`config.mk`:
```
export PLATFORM = sky130hd
export DESIGN_NAME = apb_sample_store
export DESIGN_NICKNAME = d
export VERILOG_FILES = /design/src/rtl/apb_sample_store.sv
export SDC_FILE = /design/constraint.sdc
export NUM_CORES = 2
export LEC_CHECK = 0
export ABC_CLOCK_PERIOD_IN_PS = 8100
export CORE_MARGIN = 4
export CORE_UTILIZATION = 55
export CTS_CLUSTER_SIZE = 20
export DETAILED_ROUTE_END_ITERATION = 6
export PLACE_DENSITY = 0.71
export SETUP_SLACK_MARGIN = 0.02
export SKIP_CTS_REPAIR_TIMING = 1
export SYNTH_ARGS = -nofsm -noshare
export SYNTH_HDL_FRONTEND = slang
export SYNTH_SLANG_ARGS = --single-unit
```
`constraint.sdc`:
```
create_clock -name pclk_i -period 8.1 [get_ports pclk_i]
set_clock_uncertainty 0.2 [all_clocks]
set_input_delay 2.43 -clock pclk_i [delete_from_list [all_inputs] [get_ports pclk_i]]
set_output_delay 2.43 -clock pclk_i [all_outputs]
set_load 0.02 [all_outputs]
```
`src/rtl/apb_sample_store.sv`:
```
// APB completer holding a sample RAM, a saturating write counter and a control register.
// Programmable wait states; illegal accesses answer with pslverr_o.
module apb_sample_store #(
    parameter int unsigned DEPTH       = 128,
    parameter int unsigned WAIT_STATES = 1,
    parameter logic [7:0]  THRESH_RST  = 8'd100
) (
    input  logic        pclk_i,
    input  logic        preset_i,
    input  logic        psel_i,
    input  logic        penable_i,
    input  logic [7:0]  paddr_i,
    input  logic        pwrite_i,
    input  logic [31:0] pwdata_i,
    output logic [31:0] prdata_o,
    output logic        pready_o,
    output logic        pslverr_o,
    output logic [15:0] count_o,
    output logic        irq_o
);

    localparam int unsigned AW = (DEPTH > 1) ? $clog2(DEPTH) : 1;
    localparam logic [3:0] WaitInit = 4'(WAIT_STATES);
    localparam logic [7:0] AddrCount = 8'hF8;
    localparam logic [7:0] AddrCtrl  = 8'hFC;

    typedef enum logic [0:0] {StIdle, StAccess} state_e;

    state_e      state_q, state_d;
    logic [3:0]  wait_q, wait_d;
    logic [7:0]  addr_q;
    logic        write_q;
    logic [31:0] wdata_q;
    logic [15:0] count_q, count_d;
    logic [7:0]  thresh_q, thresh_d;
    logic        irq_q;

    logic [31:0] ram [DEPTH];

    logic          setup;
    logic          is_ram, is_count, is_ctrl, err, wr_ok, ram_we;
    logic [AW-1:0] ram_idx;
    logic [31:0]   rd_word;

    assign setup   = (state_q == StIdle) && psel_i && !penable_i;
    assign ram_idx = addr_q[AW-1:0];

    always_comb begin
        state_d = state_q;
        wait_d  = wait_q;
        unique case (state_q)
            StIdle: begin
                if (psel_i && !penable_i) begin
                    state_d = StAccess;
                    wait_d  = WaitInit;
                end
            end
            StAccess: begin
                if (!psel_i) begin
                    state_d = StIdle;
                end else if (penable_i) begin
                    if (wait_q != 4'd0) begin
                        wait_d = wait_q - 4'd1;
                    end else begin
                        state_d = StIdle;
                    end
                end
            end
            default: state_d = StIdle;
        endcase
    end

    assign pready_o = (state_q == StAccess) && psel_i && penable_i && (wait_q == 4'd0);

    // Decode uses the address/direction captured at setup, not the live bus.
    always_comb begin
        is_ram   = 32'(addr_q) < DEPTH;
        is_count = addr_q == AddrCount;
        is_ctrl  = addr_q == AddrCtrl;
        err      = !(is_ram || is_ctrl || (is_count && !write_q));
        wr_ok    = pready_o && write_q && !err;
        ram_we   = wr_ok && is_ram && !preset_i;
    end

    always_comb begin
        rd_word = 32'h0;
        if (is_ram) begin
            rd_word = ram[ram_idx];
        end else if (is_count) begin
            rd_word = {16'h0, count_q};
        end else if (is_ctrl) begin
            rd_word = {24'h0, thresh_q};
        end
    end

    always_comb begin
        pslverr_o = pready_o && err;
        prdata_o  = 32'h0;
        if (pready_o && !write_q && !err) begin
            prdata_o = rd_word;
        end
    end

    always_comb begin
        count_d  = count_q;
        thresh_d = thresh_q;
        if (wr_ok && is_ram && (count_q != 16'hFFFF)) begin
            count_d = count_q + 16'd1;
        end
        if (wr_ok && is_ctrl) begin
            thresh_d = wdata_q[7:0];
            if (wdata_q[8]) begin
                count_d = 16'h0;
            end
        end
    end

    always_ff @(posedge pclk_i) begin
        if (preset_i) begin
            state_q  <= StIdle;
            wait_q   <= 4'd0;
            addr_q   <= 8'h0;
            write_q  <= 1'b0;
            wdata_q  <= 32'h0;
            count_q  <= 16'h0;
            thresh_q <= THRESH_RST;
            irq_q    <= 1'b0;
        end else begin
            state_q  <= state_d;
            wait_q   <= wait_d;
            count_q  <= count_d;
            thresh_q <= thresh_d;
            irq_q    <= (thresh_d != 8'h0) && (count_d >= {8'h0, thresh_d});
            if (setup) begin
                addr_q  <= paddr_i;
                write_q <= pwrite_i;
                wdata_q <= pwdata_i;
            end
        end
    end

    // Sample storage is deliberately not reset.
    always_ff @(posedge pclk_i) begin
        if (ram_we) begin
            ram[ram_idx] <= wdata_q;
        end
    end

    assign count_o = count_q;
    assign irq_o   = irq_q;

endmodule

```
==> results.toml <==
[outcome]
violations = "DRC"
outcome = "finished, violations left"

[timing]
maxSlewHeadroom_pct = 8.26
hold_viol_final = 0
period_minus_slack_ns = 8.08
max_slew.worst_pin.slew_ns = 1.37
fin_setup_tns_ns = 0
min_period_over_period_pct = 99.7
setup_viol = 0
maxSlewViolCount = 0
fmax_mhz = 124
rsz0062_at_grt = "no"
hold_ws_ns = 0.357
layout_setup_ws_ns = 0.0242

[global_routing]
antenna_found_initial = 15
groute.usage.overall_pct = 28.5
overflow = 0
grt_pass1_vias = 76200
grt_pass1_wl_microns = 598000
grt_start_max_net_pins = 114

[routing]
vias = 76900
final_antenna_net_count = 0
drcViolationCount = 13
firstDrtPassIters = 7
wl_per_cell_microns = 37.9
viasPerCell = 6.85
routed_wl_microns = 426000
drt_iter0_drc = 12800

[synth]
synth_cell_types = 61
ys_seq_area_share_pct = 78.2
synthesis.instances = 6609
synthArstFlopShare_pct = 0
synth_area_per_cell_sq_um = 24.1
syn_nets = 6664
synth_ff_type = "edfxtp_1"
ys_seq_elements = 4174
synth_edf_count = 4096
syn_area_sq_um = 159000
yosys_warnings = 0

[critical_path]
end_kind = "primary output"
r2r_start = "wait_q[0]"
path_class = "input pin to primary output"
critPathMaxFanout = 8
r2r_slack_ns = 2.70
timing.rr.end = "ram[67][13]"
arrival_ns = 5.45
crit_start = "penable_i"
reg2reg_depth = 9
cp-endpoint = "prdata_o[11]"
cp-start-kind = "input pin"
required_ns = 5.47

[hold_path]
hold_path.class = "flip-flop to flip-flop"

[power_and_ir_drop]
ir_worst_vdd_v = 0.000183
p_leak_nw = 60.3
power.density_nw_per_um2 = 243

[placement]
portBuffers = 95
dp_hpwl_microns = 246000
place_congestion = 0.968
pre_cts_ws_ns = 0.0289

[floorplanning]
die-area_sq_um = 298000
io_pins = 96
start_util_pct = 55.3
fp.dieW_microns = 546
dieHeight_microns = 546
core.rowCount = 197
core_area_sq_um = 288000

[clock_network]
clkTransAtPathRegs_ns = 0.06
clk_latency_ns = 0.97
cts_sinks = 4174
cts_made_buffers = 408
cts_htree_levels = 5
cts_tree = "done"
clk_path_buf_depth = 4
cts-root-buf = "clkbuf_16"

[cells_and_area]
area_delta_synth_final_pct = 13.5
final_nets = 7147
drive_above_1_share_pct = 31.8

[job]
drv_cap = 0
-- cell families after synthesis --
kind of cell | synth area share [%]
AOI/OAI and AO/OA | 1.06
xor gates and xnor gates | 0.104
adders and majority gates | 0.0785
buffers and inverters | 1.07
DFF | 78.2
muxes | 18.2
and+or+nand+nor | 1.27
-- state kept, by name, indices dropped and copies added, names as in the netlist, named ones only --
register  flops
ram        4096
write_q       1
count_o      16
wdata_q      32
addr_q        8
thresh_q      8
state_q       1
wait_q        4
irq_o         1
-- power by group --
part           leakage (nW)  total, mW  internal, mW  switching (mW)
clock                  6.39       18.7          10.6            8.01
combinational          11.1       1.53         0.597           0.936
sequential             42.8       23.8          23.7           0.163
-- worst max-delay path, stage by stage --
cell             delay [ns]
clkdlybuf4s50_1        0.62
nand3_1                0.28
or4_1                  0.58
nor2_1                 0.44
and3_1                 0.26
a221o_1                0.34
or3_1                  0.32
buf_12                 0.15
-- cell usage after synthesis, types with 8 or more instances --
| library cell | instances | area share, % |
|---|---|---|
| a21oi_1 | 78 | 0.24 |
| a221oi_1 | 18 | 0.099 |
| a22o_1 | 22 | 0.12 |
| a22oi_1 | 43 | 0.20 |
| and3_1 | 11 | 0.043 |
| buf_1 | 37 | 0.087 |
| buf_2 | 109 | 0.34 |
| buf_4 | 27 | 0.13 |
| buf_6 | 14 | 0.099 |
| clkbuf_1 | 170 | 0.40 |
| dfxtp_1 | 78 | 0.98 |
| edfxtp_1 | 4096 | 77 |
| ha_1 | 10 | 0.079 |
| mux2i_1 | 78 | 0.49 |
| mux4_2 | 1255 | 18 |
| nand2_1 | 154 | 0.36 |
| nand2b_1 | 10 | 0.039 |
| nand3_1 | 29 | 0.091 |
| nor2_1 | 179 | 0.42 |
| nor2b_1 | 16 | 0.063 |
| nor3_1 | 23 | 0.072 |
| o21ai_0 | 16 | 0.050 |
| o22a_1 | 12 | 0.066 |
| o22ai_1 | 8 | 0.031 |
| xnor2_1 | 12 | 0.066 |
-- final cells by class --
class / instances / area (sq um)
sequential: 4174 / 125000
fill: 18500 / 107000
multi-input combinational: 2070 / 34100
clock buffer: 517 / 10800
tap: 3781 / 4730
timing repair buffer: 430 / 4220
clock inverter: 233 / 2320
inverter: 8 / 37.5
antenna: 8 / 20.0
-- stage by stage --
| stage | total power [mW] | instance area, sq um | util, % | instances |
|---|---|---|---|---|
| floorplan | 25.1 | 159000 | - | 6609 |
| global placement | 25.8 | 168000 | 58.2 | 10500 |
| detailed placement | 25.8 | 168000 | 58.2 | 10500 |
| CTS | 44.1 | 181000 | 62.8 | 11200 |
| global route | 45.2 | 181000 | 62.8 | 11200 |
| finish | 44.0 | 181000 | 62.8 | 11200 |
-- layer usage --
layer | vias up | global-route usage [%] | share of wire [%]
met4 | 0 | 10.7 | 4.6
met5 | - | 0 | 0
met1 | 41200 | 41.0 | 36
met3 | 756 | 6.66 | 12
met2 | 5441 | 43.6 | 47
li1 | 29500 | - | -
-- worst min-delay path by stage --
stage,from,endpoint,slack (ns),depth (start not counted)
final,addr_q[7],addr_q[7],0.36,2
after global routing,wait_q[0],wait_q[0],0.35,1
after CTS,addr_q[7],addr_q[7],0.33,2
after detailed placement,wait_q[0],wait_q[0],0.32,1
after global placement,wait_q[0],wait_q[0],0.28,1
after floorplan,wait_q[0],wait_q[0],0.27,1
-- layout by cell type, fill, tap and decap left out, types with 13 or more instances in the layout --
cell type,n
bufinv_16,37
dfxtp_4,36
nand2_1,148
nor2_1,50
o21ai_0,16
mux4_2,1255
nor3_1,23
a22oi_1,43
nor2_4,128
clkbuf_1,100
clkbuf_16,417
dfxtp_1,41
a221oi_1,18
clkinv_1,102
a22o_1,22
buf_4,301
buf_12,66
nand3_1,27
mux2i_1,76
clkdlybuf4s50_1,62
edfxtp_1,4096
nor2b_1,13
a21oi_1,78
clkinv_2,65
Note: power is estimated with default switching activity, not from simulation.
